**config.mk**
```make
export PLATFORM = sky130hd
export DESIGN_NAME = g_sel_sweep
export DESIGN_NICKNAME = d
export VERILOG_FILES = /design/src/rtl/g_sweep_pkg.sv /design/src/rtl/g_sweep_timer.sv /design/src/rtl/g_sel_sweep.sv
export SDC_FILE = /design/constraint.sdc
export NUM_CORES = 1
export LEC_CHECK = 0
export ABC_AREA = 1
export ABC_CLOCK_PERIOD_IN_PS = 2200
export BUFFER_PORTS_ARGS = -buffer_cell sky130_fd_sc_hd__buf_2
export CAP_MARGIN = 20
export CORE_UTILIZATION = 46
export CTS_CLUSTER_SIZE = 20
export DETAILED_ROUTE_END_ITERATION = 7
export PLACE_DENSITY = 0.68
export SLEW_MARGIN = 40
export SYNTH_ARGS = -nofsm -noshare
export SYNTH_HDL_FRONTEND = slang
export SYNTH_SLANG_ARGS = --single-unit
```
**constraint.sdc**
```tcl
create_clock -name clk -period 2.2 [get_ports clk]
set_input_delay 0.22 -clock clk [delete_from_list [all_inputs] [get_ports clk]]
set_output_delay 0.22 -clock clk [all_outputs]
set_load 0.05 [all_outputs]
```
**src/rtl/g_sweep_pkg.sv**
```systemverilog
// Shared types, sizes and the point-walk helper for the G select sweeper.
// No logic state lives here; the helper is purely combinational.
// The helper applies no backpressure of its own.
package g_sweep_pkg;

    typedef enum logic [1:0] {IDLE, DRIVE, SAMPLE, DONE} state_t;

    localparam int NUM_POINTS = 16;
    localparam int IDX_W      = 4;
    localparam int N_BANK     = 4;
    localparam int N_LANE     = 4;

    // Returns {found, idx} for the lowest point index above cur (or equal to
    // cur when incl is set) whose bank is not masked off.
    function automatic logic [IDX_W:0] next_unmasked_idx(
        input logic [IDX_W-1:0]  cur,
        input logic [N_BANK-1:0] mask,
        input logic              incl
    );
        logic [IDX_W:0]   r;
        logic [IDX_W-1:0] kk;
        r = '0;
        for (int k = NUM_POINTS - 1; k >= 0; k--) begin
            kk = IDX_W'(k);
            if (((kk > cur) || (incl && (kk == cur))) && !mask[kk[IDX_W-1:2]])
                r = {1'b1, kk};
        end
        return r;
    endfunction

endpackage

```
**src/rtl/g_sweep_timer.sv**
```systemverilog
// Settle counter: cleared by load, counts while en, flags expiry.
// expire is combinational from the count; it is high on the SETTLE_CYC-th enabled cycle.
// No backpressure; the caller decides when to load and enable.
module g_sweep_timer #(
    parameter int SETTLE_CYC = 1,
    parameter int CNT_W      = 4
) (
    input  logic clk,
    input  logic rst_n,
    input  logic load,
    input  logic en,
    output logic expire
);

    logic [CNT_W-1:0] cnt;

    always_ff @(posedge clk or negedge rst_n) begin
        if (!rst_n)
            cnt <= '0;
        else if (load)
            cnt <= '0;
        else if (en)
            cnt <= cnt + CNT_W'(1);
    end

    assign expire = (cnt == CNT_W'(SETTLE_CYC - 1));

endmodule

```
**src/rtl/g_sel_sweep.sv**
```systemverilog
// Walks G's bank/lane selects over all unmasked points and samples g217 at each.
// Latency: SETTLE_CYC+1 cycles per unmasked point; result held until res_ready.
// Backpressure: start only accepted in IDLE; DONE holds until res_ready. Macro G_SWEEP_EARLY_EXIT_EN stops on first hit.
module g_sel_sweep
    import g_sweep_pkg::*;
#(
    parameter int SETTLE_CYC = 1,
    parameter int CNT_W      = 4
) (
    input  logic        clk,
    input  logic        rst_n,
    input  logic        start_valid,
    output logic        start_ready,
    input  logic [3:0]  bank_mask,
    output logic [1:0]  sel_bank,
    output logic [1:0]  sel_lane,
    input  logic        cmp_in,
    output logic        sweep_busy,
    output logic        res_valid,
    input  logic        res_ready,
    output logic [15:0] res_vec,
    output logic [4:0]  hit_cnt,
    output logic [4:0]  first_hit
);

    state_t             state, state_nxt;
    logic [IDX_W-1:0]   idx, idx_nxt;
    logic [N_BANK-1:0]  mask_q, mask_nxt;
    logic [15:0]        vec_nxt;
    logic [4:0]         cnt_nxt, fh_nxt;
    logic [IDX_W:0]     nu_start, nu_step;
    logic               tmr_load, tmr_expire, stop_early;

`ifdef G_SWEEP_EARLY_EXIT_EN
    assign stop_early = cmp_in;
`else
    assign stop_early = 1'b0;
`endif

    assign nu_start = next_unmasked_idx('0, bank_mask, 1'b1);
    assign nu_step  = next_unmasked_idx(idx, mask_q, 1'b0);

    g_sweep_timer #(.SETTLE_CYC(SETTLE_CYC), .CNT_W(CNT_W)) u_timer (
        .clk    (clk),
        .rst_n  (rst_n),
        .load   (tmr_load),
        .en     (state == DRIVE),
        .expire (tmr_expire)
    );

    always_ff @(posedge clk or negedge rst_n) begin
        if (!rst_n)
            state <= IDLE;
        else
            state <= state_nxt;
    end

    always_comb begin
        state_nxt = state;
        idx_nxt   = idx;
        mask_nxt  = mask_q;
        vec_nxt   = res_vec;
        cnt_nxt   = hit_cnt;
        fh_nxt    = first_hit;
        tmr_load  = 1'b0;
        case (state)
            IDLE: begin
                if (start_valid) begin
                    mask_nxt = bank_mask;
                    vec_nxt  = '0;
                    cnt_nxt  = '0;
                    fh_nxt   = '0;
                    if (nu_start[IDX_W]) begin
                        idx_nxt   = nu_start[IDX_W-1:0];
                        tmr_load  = 1'b1;
                        state_nxt = DRIVE;
                    end else begin
                        state_nxt = DONE;
                    end
                end
            end
            DRIVE: begin
                if (tmr_expire)
                    state_nxt = SAMPLE;
            end
            SAMPLE: begin
                vec_nxt[idx] = cmp_in;
                cnt_nxt      = hit_cnt + {4'b0, cmp_in};
                if (cmp_in && !first_hit[4])
                    fh_nxt = {1'b1, idx};
                // Masked banks are skipped within this same edge, costing no cycles.
                if (!stop_early && nu_step[IDX_W]) begin
                    idx_nxt   = nu_step[IDX_W-1:0];
                    tmr_load  = 1'b1;
                    state_nxt = DRIVE;
                end else begin
                    state_nxt = DONE;
                end
            end
            DONE: begin
                if (res_ready)
                    state_nxt = IDLE;
            end
            default: state_nxt = IDLE;
        endcase
    end

    always_ff @(posedge clk or negedge rst_n) begin
        if (!rst_n) begin
            idx       <= '0;
            mask_q    <= '0;
            res_vec   <= '0;
            hit_cnt   <= '0;
            first_hit <= '0;
        end else begin
            idx       <= idx_nxt;
            mask_q    <= mask_nxt;
            res_vec   <= vec_nxt;
            hit_cnt   <= cnt_nxt;
            first_hit <= fh_nxt;
        end
    end

    assign sel_bank    = idx[3:2];
    assign sel_lane    = idx[1:0];
    assign start_ready = (state == IDLE);
    assign sweep_busy  = (state == DRIVE) || (state == SAMPLE);
    assign res_valid   = (state == DONE);

endmodule

```
==> flow_metrics.env, run 1 <==
export IMPL_outcome="finished, final reports clean"
export IMPL_row_count=25
export IMPL_crit_path_start_kind="flop"
export IMPL_antenna_found_initial=0
export IMPL_grt_usage=0.2138
export IMPL_total_power_mw=3.899
export IMPL_drt_total_wl_um=5227
export IMPL_maxCapViolations=0
export IMPL_drive_gt1_frac=0.2229
export IMPL_wl_per_cell_um=12.53
export IMPL_ys_ff_latch=40
export IMPL_grt_max_degree=41
export IMPL_dp_hpwl_um=3975
export IMPL_hold_class="in2reg"
export IMPL_clock_path_buffers=2
export IMPL_cp_end_kind="flop"
export IMPL_path_clk_slew_ns=0.08
export IMPL_fmax_mhz=537.2
export IMPL_routed_via_density=4.947
export IMPL_ios=42
export IMPL_fin_nets=366
export IMPL_drt_iter0_markers=135
export IMPL_multiInputGateArea_mm2=0.001061
export IMPL_power_density_mw_per_mm2=1454
export IMPL_area_growth_syn_to_layout_pct=17.93
export IMPL_initial_utilization=0.4784
export IMPL_r2r_slack_ns=0.34
export IMPL_required_ns=2.39
export IMPL_rsz0062_at_grt="false"
export IMPL_ys_types=28
export IMPL_crit_arrival_ns=2.05
export IMPL_via_count=2063
export IMPL_final_common_cell="nand2_1"
export IMPL_cts_hold_repair_buffers=1
export IMPL_slew_headroom=0.6574
export IMPL_reg2reg_to="idx[1]$_DFFE_PN0P_"
export IMPL_hold_violations=0
export IMPL_r2r_start="state[1]$_DFFE_PN0P_"
export IMPL_grt_overflow_total=0
export IMPL_cts_max_level=2
export IMPL_crit_type="reg2reg"
export IMPL_final_cell_mix="74 x nand2_1, 42 x inv_1, 40 x dfrtp_1, 40 x buf_2, 27 x o21ai_0"
export IMPL_cts_root_buf="clkbuf_8"
export IMPL_crit_buf_inv=4
export IMPL_drv_slew=0
export IMPL_cts_sinks=40
export IMPL_cts_resized=0
export IMPL_place_congestion=0.8748
export IMPL_n_fill_cell=495
export IMPL_fp_coreArea_mm2=0.004755
export IMPL_timing_final_crit_share=0.8461
export IMPL_ys_warn_count=0
export IMPL_cp_top_family="simple AND/OR/NAND/NOR gates"
export IMPL_synth_seq_area_share=0.4400
export IMPL_ant_nets=0
export IMPL_pre_cts_ws_ns=0.3561
export IMPL_hold_start="bank_mask[2]"
export IMPL_p_leak_nw=1.490
export IMPL_diodes=0
export IMPL_syn_area_mm2=0.002275
export IMPL_whs_path_depth=3
export IMPL_die_x_um=72.32
export IMPL_min_period_ns=1.861
export IMPL_postCtsSetupBuffers=0
export IMPL_setup_violations=0
export IMPL_die_h_um=72.32
export IMPL_synth_area_per_cell_um2=7.608
export IMPL_tightest_slew_ns=0.5139
export IMPL_clk_latency_ns=0.30
export IMPL_port_buffers=41
export IMPL_cp_cell_sequence="inv_1 -> ha_1 -> nand2_4 -> inv_2 -> a21oi_4 -> inv_2 -> nand2_1 -> nor2_4 -> inv_2 -> nand2_1 -> nand2_1"
export IMPL_cts_tree="yes"
export IMPL_worstRegToRegCells=11
export IMPL_grt_pass1_vias=1854
export IMPL_grt_pass1_wl_um=8521
export IMPL_die_area_mm2=0.005230
export IMPL_drc_errors=0
export IMPL_max_stage_delay_ns=0.42
export IMPL_detail_route_first_pass_iterations=4
export IMPL_crit_slowest_cell="dfrtp_1"
export IMPL_tns_ns=0
export IMPL_fin_skew_ns=0.009591
export IMPL_ff_latch_area_mm2=0.001001
export IMPL_synth_net_count=316
export IMPL_crit_fanout=15
export IMPL_fin_ws_ns=0.3386
export IMPL_postSynthCellCount=299
export IMPL_ir_drop_v=0.001122
export IMPL_hold_end="mask_q[2]$_DFFE_PN0P_"
export IMPL_cts_buffers=5
## layout make-up
| type | count | area share |
|---|---|---|
| multi-input cells | 205 | 0.3955 |
| flip-flops and latches | 40 | 0.3731 |
| repair buffers | 47 | 0.09515 |
| inverters | 50 | 0.06996 |
| clock buffers | 7 | 0.03218 |
| well taps | 67 | 0.03125 |
| clock inverters | 1 | 0.002799 |
## stage by stage
step / area, um2 / util / hold slack [ns] / instances
floorplan: 2275 / - / -0.07559 / 299
global placement: 2576 / 0.5418 / 0.3936 / 408
detailed placement: 2579 / 0.5424 / 0.2302 / 408
CTS: 2683 / 0.5642 / 0.1639 / 417
global route: 2683 / 0.5642 / 0.1904 / 417
finish: 2683 / 0.5642 / 0.1699 / 417
## cell families after synthesis
logic type / share of synthesized area
and+or+nand+nor: 0.2552
AOI/OAI and AO/OA: 0.1595
buffers and inverters: 0.09351
DFF: 0.4400
adders and majority gates: 0.04401
xor gates and xnor gates: 0.007702
## worst max-delay path by stage
stage | startpoint | endpoint | slack [ns] | depth (start not counted)
finish | state[1]$_DFFE_PN0P_ | idx[1]$_DFFE_PN0P_ | 0.34 | 11
global route | state[1]$_DFFE_PN0P_ | idx[1]$_DFFE_PN0P_ | 0.16 | 11
CTS | state[1]$_DFFE_PN0P_ | idx[1]$_DFFE_PN0P_ | 0.33 | 11
detailed placement | state[0]$_DFFE_PN0P_ | idx[1]$_DFFE_PN0P_ | 0.36 | 11
global placement | state[0]$_DFFE_PN0P_ | idx[0]$_DFFE_PN0P_ | 0.42 | 11
floorplan | state[0]$_DFFE_PN0P_ | hit_cnt[4]$_DFFE_PN0P_ | 0.17 | 10
## sequential cells by signal, indices dropped and copies added, names as in the netlist
register	flops
hit_cnt	5
res_vec	16
idx	4
first_hit	5
state	2
mask_q	4
u_timer.cnt	4
## worst register-to-register path, cell delays in order (launching register included)
cell and delay, ns:
dfrtp_1 0.42, inv_1 0.11, ha_1 0.30, nand2_4 0.12, inv_2 0.10, a21oi_4 0.04, inv_2 0.19, nand2_1 0.15
nor2_4 0.18, inv_2 0.05, nand2_1 0.05, nand2_1 0.05
## report_power, final
group	internal, mW	total (mW)	leakage, nW	switching [mW]
clock	0.255	0.525	0.0445	0.270
combinational	0.627	2.27	0.907	1.64
sequential	0.936	1.11	0.538	0.170
## synthesized netlist by cell type, drive strengths merged
cell,n,area share
a311oi,1,0.0066
a31oi,1,0.0028
xor2,2,0.0077
nand4,3,0.011
nor2,31,0.064
dfrtp,40,0.44
clkbuf,1,0.0016
o22ai,9,0.025
nand3,14,0.031
o21ai,30,0.068
a22o,2,0.0077
nand2,79,0.14
buf,3,0.0094
a21boi,1,0.0033
inv,50,0.083
ha,8,0.044
nor3,5,0.011
a21oi,19,0.047
## per-layer routing
layer,global-route usage,share of wire
met4,0.07625,0.0098
met1,0.2851,0.49
met5,0,0
met2,0.3427,0.46
met3,0.04722,0.039
No activity file was read; power rests on OpenSTA's default activity.
==> run 2: changes to the inputs <==
--- a/config.mk
+++ b/config.mk
@@ -6,13 +6,13 @@
 export NUM_CORES = 1
 export LEC_CHECK = 0
 export ABC_AREA = 1
-export ABC_CLOCK_PERIOD_IN_PS = 2200
+export ABC_CLOCK_PERIOD_IN_PS = 1700
 export BUFFER_PORTS_ARGS = -buffer_cell sky130_fd_sc_hd__buf_2
 export CAP_MARGIN = 20
 export CORE_UTILIZATION = 46
 export CTS_CLUSTER_SIZE = 20
 export DETAILED_ROUTE_END_ITERATION = 7
-export PLACE_DENSITY = 0.68
+export PLACE_DENSITY = 0.71
 export SLEW_MARGIN = 40
 export SYNTH_ARGS = -nofsm -noshare
 export SYNTH_HDL_FRONTEND = slang
==> constraint.sdc (replaced) <==
create_clock -name clk -period 1.7 [get_ports clk]
set_input_delay 0.17 -clock clk [delete_from_list [all_inputs] [get_ports clk]]
set_output_delay 0.17 -clock clk [all_outputs]
set_load 0.05 [all_outputs]
==> run 2 against run 1 <==
Worst hold slack worse by 0.0025 ns. Sequential cell count unchanged. Maximum frequency up 19%. Critical endpoint is now first_hit[4]$_DFFE_PN0P_. Largest cell class unchanged. Largest power group unchanged. Highest routed layer unchanged.
==> flow_metrics.env, run 2 (synthesis gave the netlist of run 1 again) <==
export IMPL_outcome="finished, final reports clean"
export IMPL_n_fill_cell=468
export IMPL_r2r_start="state[0]$_DFFE_PN0P_"
export IMPL_drt_iter0_markers=142
export IMPL_whs_ns=0.1674
export IMPL_tns_ns=0
export IMPL_row_count=25
export IMPL_grt_max_degree=41
export IMPL_cts_sinks=40
export IMPL_area_growth_syn_to_layout_pct=23.21
export IMPL_place_congestion=0.8936
export IMPL_met2_length_um=2564
export IMPL_hold_start="bank_mask[0]"
export IMPL_fp_coreArea_mm2=0.004755
export IMPL_p_switching_mw=2.723
export IMPL_fin_ws_ns=0.1418
export IMPL_cts_max_level=2
export IMPL_wl_per_cell_um=12.43
export IMPL_cts_buffers=5
export IMPL_postCtsSetupBuffers=0
export IMPL_crit_path_start="state[0]$_DFFE_PN0P_"
export IMPL_hold_class="in2reg"
export IMPL_hold_violations=0
export IMPL_maxUsedRoutingLayer="met4"
export IMPL_p_int_mw=2.490
export IMPL_combPwrFrac=0.599
export IMPL_wl_met1_um=2461
export IMPL_top_register="res_vec"
export IMPL_wl_met3_um=208
export IMPL_p_leak_nw=1.545
export IMPL_slew_headroom=0.7463
export IMPL_ant_nets=0
export IMPL_fin_util=0.5895
export IMPL_detail_route_first_pass_iterations=4
export IMPL_ir_drop_v=0.001417
export IMPL_drv_slew=0
export IMPL_die_h_um=72.32
export IMPL_drc_errors=0
export IMPL_drive_gt1_frac=0.2730
export IMPL_dp_hpwl_um=4022
export IMPL_ff_latch_area_mm2=0.001005
export IMPL_clock_path_buffers=2
export IMPL_grt_overflow_total=0
export IMPL_routed_via_density=4.988
export IMPL_setup_violations=0
export IMPL_crit_type="reg2reg"
export IMPL_largest_reg_flops=16
export IMPL_multiInputGateArea_mm2=0.001090
export IMPL_via_count=2125
export IMPL_port_buffers=41
export IMPL_grt_pass1_vias=1976
export IMPL_pre_cts_ws_ns=0.04185
export IMPL_required_ns=1.87
export IMPL_diodes=0
export IMPL_clk_latency_ns=0.30
export IMPL_die_area_mm2=0.005230
export IMPL_r2r_slack_ns=0.14
export IMPL_cts_root_buf="clkbuf_8"
export IMPL_ios=42
export IMPL_fmax_mhz=641.8
export IMPL_crit_arrival_ns=1.73
export IMPL_crit_fanout=18
export IMPL_final_common_cell="nand2_1"
export IMPL_finalInstanceArea_mm2=0.002803
export IMPL_die_x_um=72.32
export IMPL_grt_pass1_wl_um=8963
export IMPL_drt_total_wl_um=5296
export IMPL_dpl_instance_area_mm2=0.002669
export IMPL_pwr_share_seq=0.277
export IMPL_cts_tree="yes"
export IMPL_fin_skew_ns=0.006527
export IMPL_p_sw_frac=0.5224
export IMPL_reg_top3="res_vec: 16 flops, first_hit: 5 flops, hit_cnt: 5 flops"
export IMPL_fin_nets=375
export IMPL_power_density_mw_per_mm2=1860
export IMPL_path_clk_slew_ns=0.07
export IMPL_antenna_found_initial=0
export IMPL_maxCapViolations=0
export IMPL_grt_usage=0.2237
export IMPL_timing_final_crit_share=0.9166
export IMPL_crit_path_start_kind="flop"
export IMPL_min_period_ns=1.558
export IMPL_initial_utilization=0.4784
export IMPL_final_cell_mix="74 x nand2_1, 41 x buf_2, 38 x inv_1, 37 x dfrtp_1, 27 x o21ai_0"
export IMPL_cp_end_kind="flop"
export IMPL_clkPwrFrac=0.124
export IMPL_tightest_slew_ns=0.3765
## run 2: cell count changes in the layout (fill, tap and decap cells not counted), sizes merged
cell,delta
clkbuf,+1
clkinvlp,-1
buf,+9
## run 2: power groups by stage
stage	Clock, mW	Sequential [mW]	Combinational, mW
2_1_floorplan	0	1.98	1.82
3_3_place_gp	0	1.44	3.01
3_5_place_dp	0	1.45	3.04
4_1_cts	0.667	1.43	3.06
5_1_grt	0.709	1.48	3.46
6_report	0.648	1.44	3.12
## run 2: path summary, 6_finish.rpt
check | depth (start not counted) | endpoint
setup / recovery | 8 | first_hit[4]$_DFFE_PN0P_
hold / removal | 3 | mask_q[0]$_DFFE_PN0P_
setup reg to reg | 8 | first_hit[4]$_DFFE_PN0P_
hold reg to reg | 1 | hit_cnt[3]$_DFFE_PN0P_
max in group asynchronous | 3 | idx[1]$_DFFE_PN0P_
min in group asynchronous | 3 | hit_cnt[0]$_DFFE_PN0P_
## run 2: worst max-delay path, cell delays in order, from the launching register on
cell and delay (ns):
dfrtp_1 0.41, inv_2 0.10, ha_4 0.18, inv_2 0.06, a21oi_4 0.20, buf_8 0.19
nor2_1 0.06, nand2_1 0.13, o21ai_0 0.10
## run 2: what timing repair did
item / CTS / global route
hold endpoints to repair: 40 / 0
hold buffers: 1 / 0
gates resized for setup: 0 / 16
setup endpoints to repair: 0 / 29
## run 2: area by class of cell
type | instances | share of cell area
Clock buffer | 8 | 0.03214
Multi-Input combinational cell | 205 | 0.3888
Inverter | 50 | 0.06786
Tap cell | 67 | 0.02991
Timing Repair Buffer | 56 | 0.1228
Sequential cell | 40 | 0.3585
## run 2: per-layer routing
metal	global-route usage	up-vias
met2	0.3676	48
met5	0	-
met1	0.2898	993
met3	0.04722	7
met4	0.08497	0
li1	-	1077
## run 2: stage by stage
step           total power [mW]  cells
6_report                  5.213    426
5_1_grt                   5.649    426
4_1_cts                   5.159    426
3_5_place_dp              4.492    417
3_3_place_gp              4.447    417
2_1_floorplan             3.792    299
